File: src/rtl/instruction_fetch_ctrl.sv
// instruction_fetch_ctrl: multi-cycle fetch/decode/execute sequencer.
// Reads a 12-bit instruction ROM, latches the word, decodes it and issues
// one-cycle register-file / data-memory strobes to the datapath.
// Ports:
//   clk, rst_n         clock, async active-low reset
//   run, step          free-run level / single-step pulse
//   im_addr, im_data   instruction memory read port (im_addr = pc)
//   instr, pc          latched instruction and program counter
//   rf_we/wa/ra1/ra2   register-file strobe and addresses
//   wd_sel, alu_op     write-data select (1 = ALU), ALU op (1 = sub)
//   dm_we, dm_addr     data-memory strobe and address
//   busy, halted       status; illegal is a sticky undefined-opcode flag
module instruction_fetch_ctrl #(
  parameter int unsigned ADDR_W  = 3,
  parameter int unsigned INSTR_W = 12,
  parameter int unsigned WRAP    = 1
) (
  input  logic               clk,
  input  logic               rst_n,
  input  logic               run,
  input  logic               step,
  output logic [ADDR_W-1:0]  im_addr,
  input  logic [INSTR_W-1:0] im_data,
  output logic [INSTR_W-1:0] instr,
  output logic [ADDR_W-1:0]  pc,
  output logic               rf_we,
  output logic [2:0]         rf_wa,
  output logic [2:0]         rf_ra1,
  output logic [2:0]         rf_ra2,
  output logic               wd_sel,
  output logic               alu_op,
  output logic               dm_we,
  output logic [3:0]         dm_addr,
  output logic               busy,
  output logic               halted,
  output logic               illegal
);

  localparam int unsigned OP_W  = 3;
  localparam int unsigned RF_AW = 3;
  localparam int unsigned DM_AW = 4;

  localparam logic [OP_W-1:0]   OP_LOAD  = 3'b000;
  localparam logic [OP_W-1:0]   OP_STORE = 3'b001;
  localparam logic [OP_W-1:0]   OP_ADD   = 3'b101;
  localparam logic [OP_W-1:0]   OP_SUB   = 3'b110;
  localparam logic [ADDR_W-1:0] PC_LAST  = '1;

  typedef enum logic [2:0] {
    S_IDLE,
    S_FETCH,
    S_DECODE,
    S_EXEC,
    S_HALT
  } state_e;

  state_e              state_q, state_d;
  logic [ADDR_W-1:0]   pc_q, pc_d;
  logic [INSTR_W-1:0]  instr_q, instr_d;
  logic                step_mode_q, step_mode_d;
  logic                illegal_q, illegal_d;
  logic                rf_we_q, rf_we_d;
  logic                dm_we_q, dm_we_d;
  logic [RF_AW-1:0]    rf_wa_q, rf_wa_d;
  logic [RF_AW-1:0]    rf_ra1_q, rf_ra1_d;
  logic [RF_AW-1:0]    rf_ra2_q, rf_ra2_d;
  logic [DM_AW-1:0]    dm_addr_q, dm_addr_d;
  logic                wd_sel_q, wd_sel_d;
  logic                alu_op_q, alu_op_d;
  logic                busy_q, busy_d;
  logic                halted_q, halted_d;

  // Field decode of the word being fetched, so addresses are already
  // registered and stable when DECODE begins.
  logic [OP_W-1:0]  fetch_op;
  logic [RF_AW-1:0] dec_wa, dec_ra1, dec_ra2;
  logic [DM_AW-1:0] dec_dm_addr;
  logic             dec_wd_sel, dec_alu_op;

  always_comb begin
    fetch_op    = im_data[11:9];
    dec_ra1     = im_data[2:0];
    dec_ra2     = im_data[5:3];
    dec_dm_addr = im_data[3:0];
    dec_wa      = '0;
    dec_wd_sel  = 1'b0;
    dec_alu_op  = 1'b0;
    case (fetch_op)
      OP_LOAD:  dec_wa = im_data[6:4];
      OP_STORE: dec_ra1 = im_data[6:4];
      OP_ADD: begin
        dec_wa     = im_data[8:6];
        dec_wd_sel = 1'b1;
      end
      OP_SUB: begin
        dec_wa     = im_data[8:6];
        dec_wd_sel = 1'b1;
        dec_alu_op = 1'b1;
      end
      default: ;
    endcase
  end

  // Opcode of the latched instruction, used to arm the EXEC strobes.
  logic [OP_W-1:0] exec_op;
  logic            exec_rf_we, exec_dm_we, exec_bad;

  always_comb begin
    exec_op    = instr_q[11:9];
    exec_rf_we = (exec_op == OP_LOAD) || (exec_op == OP_ADD) || (exec_op == OP_SUB);
    exec_dm_we = (exec_op == OP_STORE);
    exec_bad   = !(exec_rf_we || exec_dm_we);
  end

  // Next-state and registered-output logic.
  always_comb begin
    state_d     = state_q;
    pc_d        = pc_q;
    instr_d     = instr_q;
    step_mode_d = step_mode_q;
    illegal_d   = illegal_q;
    rf_we_d     = 1'b0;
    dm_we_d     = 1'b0;
    rf_wa_d     = rf_wa_q;
    rf_ra1_d    = rf_ra1_q;
    rf_ra2_d    = rf_ra2_q;
    dm_addr_d   = dm_addr_q;
    wd_sel_d    = wd_sel_q;
    alu_op_d    = alu_op_q;

    case (state_q)
      S_IDLE: begin
        // run has priority over step when both are high
        if (run) begin
          state_d     = S_FETCH;
          step_mode_d = 1'b0;
        end else if (step) begin
          state_d     = S_FETCH;
          step_mode_d = 1'b1;
        end
      end
      S_FETCH: begin
        instr_d   = im_data;
        rf_wa_d   = dec_wa;
        rf_ra1_d  = dec_ra1;
        rf_ra2_d  = dec_ra2;
        dm_addr_d = dec_dm_addr;
        wd_sel_d  = dec_wd_sel;
        alu_op_d  = dec_alu_op;
        state_d   = S_DECODE;
      end
      S_DECODE: begin
        // strobes become visible for exactly the EXEC cycle
        rf_we_d   = exec_rf_we;
        dm_we_d   = exec_dm_we;
        illegal_d = illegal_q | exec_bad;
        state_d   = S_EXEC;
      end
      S_EXEC: begin
        pc_d = pc_q + ADDR_W'(1);
        if ((WRAP == 0) && (pc_q == PC_LAST)) begin
          state_d = S_HALT;
        end else if (step_mode_q || !run) begin
          state_d = S_IDLE;
        end else begin
          state_d = S_FETCH;
        end
      end
      S_HALT:  state_d = S_HALT;
      default: state_d = S_IDLE;
    endcase

    busy_d   = (state_d == S_FETCH) || (state_d == S_DECODE) || (state_d == S_EXEC);
    halted_d = (state_d == S_HALT);
  end

  // State and output registers.
  always_ff @(posedge clk or negedge rst_n) begin
    if (!rst_n) begin
      state_q     <= S_IDLE;
      pc_q        <= '0;
      instr_q     <= '0;
      step_mode_q <= 1'b0;
      illegal_q   <= 1'b0;
      rf_we_q     <= 1'b0;
      dm_we_q     <= 1'b0;
      rf_wa_q     <= '0;
      rf_ra1_q    <= '0;
      rf_ra2_q    <= '0;
      dm_addr_q   <= '0;
      wd_sel_q    <= 1'b0;
      alu_op_q    <= 1'b0;
      busy_q      <= 1'b0;
      halted_q    <= 1'b0;
    end else begin
      state_q     <= state_d;
      pc_q        <= pc_d;
      instr_q     <= instr_d;
      step_mode_q <= step_mode_d;
      illegal_q   <= illegal_d;
      rf_we_q     <= rf_we_d;
      dm_we_q     <= dm_we_d;
      rf_wa_q     <= rf_wa_d;
      rf_ra1_q    <= rf_ra1_d;
      rf_ra2_q    <= rf_ra2_d;
      dm_addr_q   <= dm_addr_d;
      wd_sel_q    <= wd_sel_d;
      alu_op_q    <= alu_op_d;
      busy_q      <= busy_d;
      halted_q    <= halted_d;
    end
  end

  assign im_addr = pc_q;
  assign pc      = pc_q;
  assign instr   = instr_q;
  assign rf_we   = rf_we_q;
  assign dm_we   = dm_we_q;
  assign rf_wa   = rf_wa_q;
  assign rf_ra1  = rf_ra1_q;
  assign rf_ra2  = rf_ra2_q;
  assign dm_addr = dm_addr_q;
  assign wd_sel  = wd_sel_q;
  assign alu_op  = alu_op_q;
  assign busy    = busy_q;
  assign halted  = halted_q;
  assign illegal = illegal_q;

endmodule

File: config.mk
export PLATFORM = sky130hd
export DESIGN_NAME = instruction_fetch_ctrl
export DESIGN_NICKNAME = d
export VERILOG_FILES = /design/src/rtl/instruction_fetch_ctrl.sv
export SDC_FILE = /design/constraint.sdc
export NUM_CORES = 1
export LEC_CHECK = 0
export CORE_MARGIN = 3
export CORE_UTILIZATION = 40
export CTS_BUF_LIST = sky130_fd_sc_hd__clkbuf_8
export CTS_CLUSTER_DIAMETER = 200
export DETAILED_ROUTE_END_ITERATION = 12
export GPL_TIMING_DRIVEN = 0
export HOLD_SLACK_MARGIN = 0.1
export PLACE_DENSITY = 0.76
export SLEW_MARGIN = 0
export SYNTH_ARGS = -nofsm -noshare
export SYNTH_HDL_FRONTEND = slang
export SYNTH_SLANG_ARGS = --single-unit
File: constraint.sdc
create_clock -name clk -period 2.2 [get_ports clk]
set_input_delay 0.44 -clock clk [delete_from_list [all_inputs] [get_ports clk]]
set_output_delay 0.44 -clock clk [all_outputs]
set_load 0.1 [all_outputs]
==> report_table.html, run 1 <==
<table>
<tr><th>Metric</th><th>Value</th></tr>
<tr><th colspan="2">Run status</th></tr>
<tr><td>Outcome</td><td>finished clean</td></tr>
<tr><th colspan="2">Synth</th></tr>
<tr><td>Total standard cell area after synthesis</td><td>0.00147 mm²</td></tr>
<tr><td>Count of flip-flops with a built-in enable after synthesis</td><td>0</td></tr>
<tr><td>Per-instance average area after synthesis</td><td>10.3 µm²</td></tr>
<tr><td>Number of nets in the synthesized netlist</td><td>160</td></tr>
<tr><td>Area leader, netlist</td><td>sky130_fd_sc_hd__dfrtp_1</td></tr>
<tr><td>Number of synthesis warnings</td><td>0</td></tr>
<tr><td>Yosys top cell area share</td><td>54.3%</td></tr>
<tr><td>Cell with the most instances after synthesis</td><td>sky130_fd_sc_hd__nand2_1</td></tr>
<tr><td>Distinct cells, synth</td><td>32</td></tr>
<tr><td>Commonest cells in the synthesized netlist</td><td>sky130_fd_sc_hd__nand2_1, sky130_fd_sc_hd__dfrtp_1, sky130_fd_sc_hd__buf_4</td></tr>
<tr><td>Share of the yosys chip area belonging to registers</td><td>54.3%</td></tr>
<tr><td>Ys async rst share</td><td>100%</td></tr>
<tr><td>Cell count after synthesis</td><td>143</td></tr>
<tr><td>Biggest area contributors in the synthesized netlist</td><td>sky130_fd_sc_hd__dfrtp_1, sky130_fd_sc_hd__nand2_1, sky130_fd_sc_hd__buf_4, sky130_fd_sc_hd__a21oi_1, sky130_fd_sc_hd__mux2i_1</td></tr>
<tr><td>Predominant post-synthesis flop cell</td><td>sky130_fd_sc_hd__dfrtp_1</td></tr>
<tr><td>Number of synthesized register bits</td><td>32</td></tr>
<tr><th colspan="2">Die</th></tr>
<tr><td>Count of standard-cell rows</td><td>21</td></tr>
<tr><td>Die Y</td><td>66.7 µm</td></tr>
<tr><td>Die width</td><td>66.7 µm</td></tr>
<tr><td>Effective utilization at floorplan</td><td>42.8%</td></tr>
<tr><td>Core area</td><td>0.00344 mm²</td></tr>
<tr><td>Area of the die</td><td>0.00445 mm²</td></tr>
<tr><td>Count of pins on the block boundary</td><td>54</td></tr>
<tr><th colspan="2">Timing</th></tr>
<tr><td>Final critical-path required period</td><td>2.16 ns</td></tr>
<tr><td>Hold Fails Final Rpt</td><td>0</td></tr>
<tr><td>FMAX</td><td>462 MHz</td></tr>
<tr><td>Share of the clock period used by the worst path after layout</td><td>98.4%</td></tr>
<tr><td>Least-Margin Pin Slew</td><td>0.981 ns</td></tr>
<tr><td>Worst Skew</td><td>0.00640 ns</td></tr>
<tr><td>Final setup violation count</td><td>0</td></tr>
<tr><td>Max-slew violations</td><td>0</td></tr>
<tr><td>Sum of negative setup slack</td><td>0 ns</td></tr>
<tr><td>Slew HR</td><td>34.9%</td></tr>
<tr><td>RSZ-0062 raised after global routing</td><td>no</td></tr>
<tr><th colspan="2">Flow run</th></tr>
<tr><td>Max-cap viol count</td><td>0</td></tr>
<tr><th colspan="2">Detailed routing</th></tr>
<tr><td>Initial DRT Pass Iterations</td><td>4</td></tr>
<tr><td>Iter 0 DRT Violations</td><td>48</td></tr>
<tr><td>Detailed-route wire length per cell</td><td>13.8 µm</td></tr>
<tr><td>Average vias per placed instance</td><td>4.84</td></tr>
<tr><td>DRC violations left</td><td>0</td></tr>
<tr><td>Number of routed nets with antenna violations</td><td>0</td></tr>
<tr><td>DR vias</td><td>1205</td></tr>
<tr><td>Routed wire length</td><td>3.43 mm</td></tr>
<tr><th colspan="2">Placement</th></tr>
<tr><td>Total half-perimeter wirelength after legalization and detailed placement</td><td>2.52 mm</td></tr>
<tr><td>Number of input and output port buffers inserted</td><td>52</td></tr>
<tr><td>Weighted congestion reported at the end of routability-driven placement</td><td>0.746</td></tr>
<tr><td>Dpl cell area</td><td>0.00205 mm²</td></tr>
<tr><th colspan="2">Critical path</th></tr>
<tr><td>Cell family contributing the most delay on the critical path</td><td>buffers and inverters</td></tr>
<tr><td>Critical path arrival</td><td>1.72 ns</td></tr>
<tr><td>Cells along the critical path</td><td>clkdlybuf4s50_1</td></tr>
<tr><td>Reg-to-reg critical path startpoint</td><td>state_q[2]$_DFF_PN0_</td></tr>
<tr><td>Setup slack on the worst flop-to-flop path</td><td>0.79 ns</td></tr>
<tr><td>CP max stage cell</td><td>sky130_fd_sc_hd__clkdlybuf4s50_1</td></tr>
<tr><td>Category of the worst setup path capture point</td><td>output port</td></tr>
<tr><td>Crit path launch type</td><td>flop</td></tr>
<tr><td>Reg-to-reg endpoint</td><td>instr[6]$_DFFE_PN0P_</td></tr>
<tr><td>Classification of the worst setup path</td><td>reg -&gt; out</td></tr>
<tr><td>Buf/Inv on CP</td><td>1</td></tr>
<tr><td>Largest fanout on the critical path</td><td>1</td></tr>
<tr><td>CP Data Required Time</td><td>1.76 ns</td></tr>
<tr><td>Largest stage delay on the critical path</td><td>1.13 ns</td></tr>
<tr><td>Depth of the worst register-to-register path</td><td>6</td></tr>
<tr><th colspan="2">Global route</th></tr>
<tr><td>GRT Residual Overflow</td><td>0</td></tr>
<tr><td>Largest net degree at the start of global routing</td><td>33</td></tr>
<tr><td>Overall fraction of global-route tracks in use</td><td>16.4%</td></tr>
<tr><td>Global-route wire length before repair</td><td>5.38 mm</td></tr>
<tr><td>Number of antenna violations at the first check in global routing</td><td>0</td></tr>
<tr><td>Vias in the first global route</td><td>1199</td></tr>
<tr><th colspan="2">Cells and area</th></tr>
<tr><td>Area of the multi-input gates</td><td>527 µm²</td></tr>
<tr><td>Area Growth Syn to Fin</td><td>42.6%</td></tr>
<tr><td>Register cell area after layout</td><td>801 µm²</td></tr>
<tr><td>Final layout net count</td><td>219</td></tr>
<tr><td>Diodes inserted</td><td>0</td></tr>
<tr><td>FILL cells</td><td>308</td></tr>
<tr><td>Share of final-layout standard cells stronger than drive strength 1</td><td>15.3%</td></tr>
<tr><td>Final standard cell utilization of the core</td><td>61.1%</td></tr>
<tr><td>Post-route design area</td><td>0.00210 mm²</td></tr>
<tr><th colspan="2">Clocking</th></tr>
<tr><td>Worst skew pair latency</td><td>0.28 ns</td></tr>
<tr><td>Root buf cell</td><td>sky130_fd_sc_hd__clkbuf_8</td></tr>
<tr><td>H-tree depth reported by CTS</td><td>2</td></tr>
<tr><td>TritonCTS Buffers</td><td>5</td></tr>
<tr><td>Clock transition at the registers of the reported paths</td><td>0.07 ns</td></tr>
<tr><td>Total number of clock tree sinks</td><td>32</td></tr>
<tr><td>Hold-fix buffers, CTS</td><td>0</td></tr>
<tr><td>Maximum buffer depth of the clock tree</td><td>2</td></tr>
<tr><td>CTS tree</td><td>built</td></tr>
<tr><th colspan="2">Worst hold path</th></tr>
<tr><td>HP Class</td><td>in -&gt; async</td></tr>
</table>
## registers in the layout, summed over array words and instances, names as in the netlist
| name | cells |
|---|---|
| halted | 1 |
| alu_op | 1 |
| dm_we | 1 |
| rf_we | 1 |
| rf_wa | 3 |
| step_mode_q | 1 |
| busy | 1 |
| state_q | 3 |
| im_addr | 3 |
| wd_sel | 1 |
| illegal | 1 |
| instr | 12 |
| rf_ra1 | 3 |
## routing by layer
| metal | up-vias | routed length (µm) | GRT usage [%] |
|---|---|---|---|
| met1 | 588 | 1440 | 17.7 |
| met2 | 29 | 1770 | 29.1 |
| li1 | 583 | - | - |
| met4 | 0 | 53 | 6.85 |
| met5 | - | 0 | 0 |
| met3 | 5 | 161 | 5.23 |
## cell type report
cell class | count | area share (%)
Buffer | 18 | 6.79
Clock buffer | 6 | 3.93
Clock inverter | 2 | 0.357
Inverter | 1 | 0.179
Multi-Input combinational cell | 92 | 25.1
Sequential cell | 32 | 38.1
Tap cell | 46 | 2.74
Timing Repair Buffer | 52 | 22.9
## stage by stage
| stage | hold slack (ns) | cells | worst slack, ns |
|---|---|---|---|
| floorplan | 0.144 | 143 | 0.385 |
| global placement | 0.460 | 241 | 0.126 |
| detailed placement | 0.461 | 241 | 0.0414 |
| CTS | 0.447 | 249 | 0.00380 |
| global route | 0.255 | 249 | 0.00117 |
| finish | 0.207 | 249 | 0.0359 |
## worst max-delay path by stage
stage | startpoint | to | slack, ns | cells past startpoint
floorplan | im_addr[0]$_DFFE_PN0P_ | pc[0] | 0.38 | 1
global route | busy$_DFF_PN0_ | busy | 0.001 | 1
global placement | rst_n | instr[0]$_DFFE_PN0P_ | 0.13 | 1
CTS | dm_we$_DFF_PN0_ | dm_we | 0.004 | 1
finish | busy$_DFF_PN0_ | busy | 0.04 | 1
detailed placement | rst_n | instr[3]$_DFFE_PN0P_ | 0.04 | 1
## cell usage in the layout, fill, tap and decap left out
cell type	netlist	final
sky130_fd_sc_hd__nand2b_1	1	1
sky130_fd_sc_hd__o21bai_1	1	1
sky130_fd_sc_hd__dfrtp_1	32	32
sky130_fd_sc_hd__nor3b_2	1	1
sky130_fd_sc_hd__nor3b_4	1	1
sky130_fd_sc_hd__buf_6	2	2
sky130_fd_sc_hd__nor4b_1	1	1
sky130_fd_sc_hd__o21ai_0	1	1
sky130_fd_sc_hd__dlymetal6s2s_1	0	3
sky130_fd_sc_hd__a32oi_1	3	3
sky130_fd_sc_hd__a21oi_1	10	10
sky130_fd_sc_hd__ha_1	1	1
sky130_fd_sc_hd__buf_2	3	4
sky130_fd_sc_hd__nand3_1	1	1
sky130_fd_sc_hd__nor2_1	7	7
sky130_fd_sc_hd__clkdlybuf4s50_1	0	14
sky130_fd_sc_hd__xnor2_1	3	3
sky130_fd_sc_hd__a21bo_2	1	1
sky130_fd_sc_hd__nand2_1	41	41
sky130_fd_sc_hd__inv_1	1	3
sky130_fd_sc_hd__nand4b_1	1	1
sky130_fd_sc_hd__nor3_1	3	3
sky130_fd_sc_hd__or3b_4	1	1
sky130_fd_sc_hd__xor2_1	2	2
sky130_fd_sc_hd__mux2i_1	3	3
sky130_fd_sc_hd__mux2_2	1	1
sky130_fd_sc_hd__clkbuf_8	0	6
sky130_fd_sc_hd__nor4_1	1	1
sky130_fd_sc_hd__buf_4	12	12
sky130_fd_sc_hd__buf_8	1	1
sky130_fd_sc_hd__nand3b_1	2	2
sky130_fd_sc_hd__dlygate4sd2_1	0	34
sky130_fd_sc_hd__nor2b_1	1	1
sky130_fd_sc_hd__o31ai_2	1	1
sky130_fd_sc_hd__a311oi_1	1	1
sky130_fd_sc_hd__nor3b_1	2	2
## what timing repair did
action                                 4_1_cts  5_1_grt
gates resized for setup                     34        3
setup endpoints to repair                   34        3
setup buffers                                0        0
gates cloned                                 0        0
endpoints found under the hold margin        0        0
## cells by family (layout without fill, tap and decap cells)
family                     after synthesis  count (layout)  synth area share, %
AOI/OAI and AO/OA                       18              18                 8.15
xor gates and xnor gates                 5               5                 2.97
adders and majority gates                1               1                0.849
buffers and inverters                   19              79                 9.93
DFF                                     32              32                 54.3
muxes                                    4               4                 2.80
and+or+nand+nor                         64              64                 21.0
Power of run 1 is left out: the tool's default activity adds up to more than one toggle a clock period on the data nets, which glitch-free logic cannot reach.
==> inputs of run 2 (changes only) <==
--- a/config.mk
+++ b/config.mk
@@ -8,7 +8,7 @@
 export CORE_MARGIN = 3
 export CORE_UTILIZATION = 40
 export CTS_BUF_LIST = sky130_fd_sc_hd__clkbuf_8
-export CTS_CLUSTER_DIAMETER = 200
+export CTS_CLUSTER_DIAMETER = 150
 export DETAILED_ROUTE_END_ITERATION = 12
 export GPL_TIMING_DRIVEN = 0
 export HOLD_SLACK_MARGIN = 0.1
==> results of run 2 <==
The final DEF is identical to that of run 1; final timing and power are the same.
Power of run 2 is left out for the same reason.
==> RTL change 1 (config.mk and constraints of run 2) <==
The 5 states of `state_e` get a one-hot encoding in 5 bits.
--- a/src/rtl/instruction_fetch_ctrl.sv
+++ b/src/rtl/instruction_fetch_ctrl.sv
@@ -46,12 +46,12 @@
   localparam logic [OP_W-1:0]   OP_SUB   = 3'b110;
   localparam logic [ADDR_W-1:0] PC_LAST  = '1;
 
-  typedef enum logic [2:0] {
-    S_IDLE,
-    S_FETCH,
-    S_DECODE,
-    S_EXEC,
-    S_HALT
+  typedef enum logic [4:0] {
+    S_IDLE   = 5'b00001,
+    S_FETCH  = 5'b00010,
+    S_DECODE = 5'b00100,
+    S_EXEC   = 5'b01000,
+    S_HALT   = 5'b10000
   } state_e;
 
   state_e              state_q, state_d;
Formal check against the unedited RTL: same outputs for any inputs over 10 cycles, from zero or initial values and one cycle with rst_n low; not proved beyond that.
==> RTL change 1 against run 2 <==
  * Sequential share of layout area shrank 0.30 points
  * Area after synthesis grew 8.1%
  * Sequential cell count grew 2
  * Clock skew is essentially flat
  * Worst setup slack gained 75 ps
  * Final area grew 7.3%
  * Routed wire length shrank 3.9%
  * Highest routed layer unchanged
Power is left out: the tool's default activity adds up to more than one toggle a clock period on the data nets, which glitch-free logic cannot reach.
==> RTL change 1: results (changes against run 2) <==
INFO  metric outcome = complete, no violations
INFO  metric slowest_stage = sky130_fd_sc_hd__dlygate4sd2_1
INFO  metric gr-usage-met3 = 0.06414 (+0.01186)
INFO  metric first_iter_violations = 39 (-19%)
INFO  metric place.gp.congestion = 0.8268 (+11%)
INFO  metric post-place-ws = -56.70 ps (-98.11 ps)
INFO  metric seq_area_frac = 0.3779 (-0.003038)
INFO  metric synth.avg_cell_area = 12.84 um^2 (+25%)
INFO  metric first_global_vias = 1,226 (+2.3%)
INFO  metric layoutNonFillerInstCount = 233 (-6.4%)
INFO  metric clock_buffer_count = 5 (-1)
INFO  metric wl_met2 = 1.623 mm (-8.2%)
INFO  metric buf_share = 0.2653 (-0.03117)
INFO  metric crit_path_start = im_addr[0]$_DFFE_PN0N_
INFO  metric nNonClkInverters = 5 (+4)
INFO  metric ys_types = 37 (+16%)
INFO  metric setup.reg_to_reg.worst_slack = 470 ps (-320 ps)
INFO  metric n_all_buffers = 68 (-2.9%)
INFO  metric crit-reg2reg-launch = state_q[1]$_DFF_PN0_
INFO  metric buffer_ports.inserted = 53 (+1.9%)
INFO  metric met3_wirelength = 258 um (+60%)
INFO  metric groute.layer.met1.usage = 0.1657 (-0.01092)
INFO  metric grt_max_degree = 35 (+6.1%)
INFO  metric maxSlewHeadroom = 0.3413 (-0.007350)
INFO  metric use_met2 = 0.2574 (-0.03343)
INFO  metric n_multi_input_combinational_cell = 70 (-24%)
INFO  metric num-fill-cells = 330 (+7.1%)
INFO  metric n_sequential_cell = 34 (+6.3%)
INFO  metric number_of_nets_produced_by_synthesis = 141 (-12%)
-- RTL change 1: cell count changes after synthesis, moves of 3 or more --
cell and delta:
sky130_fd_sc_hd__a32oi_1 -3, sky130_fd_sc_hd__nand2_1 -40, sky130_fd_sc_hd__xor2_1 +3, sky130_fd_sc_hd__a21oi_1 -9, sky130_fd_sc_hd__mux2_2 +21, sky130_fd_sc_hd__inv_1 +4, sky130_fd_sc_hd__a32o_1 +4
-- RTL change 1: kinds of logic after synthesis --
group | after synthesis | share of synthesized area
AO/OA/AOI/OAI | 14 | 0.06835
XOR/XNOR | 7 | 0.03849
adder cells (fa/ha/maj) | 1 | 0.007854
buffers and inverters | 20 | 0.07776
flip-flops | 34 | 0.5350
multiplexers | 24 | 0.1712
AND/OR/NAND/NOR | 24 | 0.1013
-- RTL change 1: worst max-delay path: cells and delay by family, from the launching register on --
| kind | cells | cell delay, ps |
|---|---|---|
| flops | 1 | 400 |
| buf+inv | 2 | 960 |
==> RTL change 2 (settings of run 2) <==
Made on the original files. Change the parameter `ADDR_W` from 3 to 4.
--- a/src/rtl/instruction_fetch_ctrl.sv
+++ b/src/rtl/instruction_fetch_ctrl.sv
@@ -11,7 +11,7 @@
 //   dm_we, dm_addr     data-memory strobe and address
 //   busy, halted       status; illegal is a sticky undefined-opcode flag
 module instruction_fetch_ctrl #(
-  parameter int unsigned ADDR_W  = 3,
+  parameter int unsigned ADDR_W  = 4,
   parameter int unsigned INSTR_W = 12,
   parameter int unsigned WRAP    = 1
 ) (
Ports: changed (resized im_addr and pc); port bits go from 54 to 56. No check against the original RTL was run, so the function may have changed too.
==> RTL change 2 against run 2 <==
  * Routed wire length increased by 2.7%
  * Sequential share of layout area decreased by 0.42 points
  * Via count increased by 5.3%
  * Area after synthesis increased by 3.6%
  * Non-clock buffer count increased by 3
  * Worst setup slack improved by 2.8 ps
  * Final area increased by 4.3%
  * Sequential cell count increased by 1
  * Critical path type unchanged
  * Largest cell class unchanged
Power is not shown: default switching activity piles up to over one toggle a cycle in this logic, so the estimate is an artifact.
==> RTL change 2: results (changes against run 2) <==
INFO  metric outcome = complete, no violations
INFO  metric synth_area_leaders = sky130_fd_sc_hd__dfrtp_1 (54%), sky130_fd_sc_hd__nand2_1 (10%), sky130_fd_sc_hd__buf_4 (5.9%)
INFO  metric fin_worst_skew = 4.334 ps (-2.063 ps)
INFO  metric yosys_top_cell_area_share = 0.5410 (-0.002310)
INFO  metric buf_share = 0.2974 (+0.0009469)
INFO  metric grt_use_total = 0.1627 (-0.0007631)
INFO  metric drt-vias-per-instance = 4.938 (+2.0%)
INFO  metric worst_setup_path_endpoint = rf_we
INFO  metric post_synth_most_frequent_cells = sky130_fd_sc_hd__nand2_1 (42), sky130_fd_sc_hd__dfrtp_1 (33), sky130_fd_sc_hd__buf_4 (12)
INFO  metric synth_adder_area_share = 0.008197 (-0.0002922)
INFO  metric routed-via-count = 1,269 (+5.3%)
INFO  metric first_iter_violations = 56 (+17%)
INFO  metric regArea = 825.8 um^2 (+3.1%)
INFO  metric multiplexer_share_of_the_synthesized_area = 0.02705 (-0.0009644)
INFO  metric number_of_nets_produced_by_synthesis = 166 (+3.8%)
INFO  metric footprint_of_the_multi_input_gates = 536.8 um^2 (+1.9%)
INFO  metric wl_met2 = 1.818 mm (+2.8%)
INFO  metric net_count_final = 227 (+3.7%)
INFO  metric drive_above_1_share = 0.1469 (-0.005790)
INFO  metric place_inst = 249 (+3.3%)
INFO  metric buffer_ports.inserted = 54 (+3.8%)
INFO  metric dpl_cell_area = 2120 um^2 (+3.3%)
INFO  metric wirelength = 3.519 mm (+2.7%)
INFO  metric first_global_vias = 1,237 (+3.2%)
INFO  metric synthXorXnorAreaFrac = 0.03443 (+0.004715)
INFO  metric n_multi_input_combinational_cell = 96 (+4.3%)
## RTL change 2: metrics by stage
step | utilization | hold WS, ps | setup WS, ps
finish | 0.6273 | 205.0 | 38.70
global route | 0.6273 | 265.1 | 2.179
CTS | 0.6266 | 228.6 | 18.06
detailed placement | 0.6065 | 473.3 | 104.5
global placement | 0.6079 | 454.3 | 68.00
floorplan | - | 144.4 | 370.3
## RTL change 2: worst reg2reg max path, stage by stage (launching register included)
cell and delay (ps):
sky130_fd_sc_hd__dfrtp_1 380, sky130_fd_sc_hd__buf_6 140, sky130_fd_sc_hd__or3b_1 390, sky130_fd_sc_hd__buf_6 140
sky130_fd_sc_hd__buf_8 130, sky130_fd_sc_hd__nand2_1 70, sky130_fd_sc_hd__nand2_1 50
## RTL change 2: what timing repair did
| action | 4_1_cts | 5_1_grt |
|---|---|---|
| setup endpoints to repair | 37 | 1 |
| pin swaps | 0 | 0 |
| resized for setup | 37 | 1 |
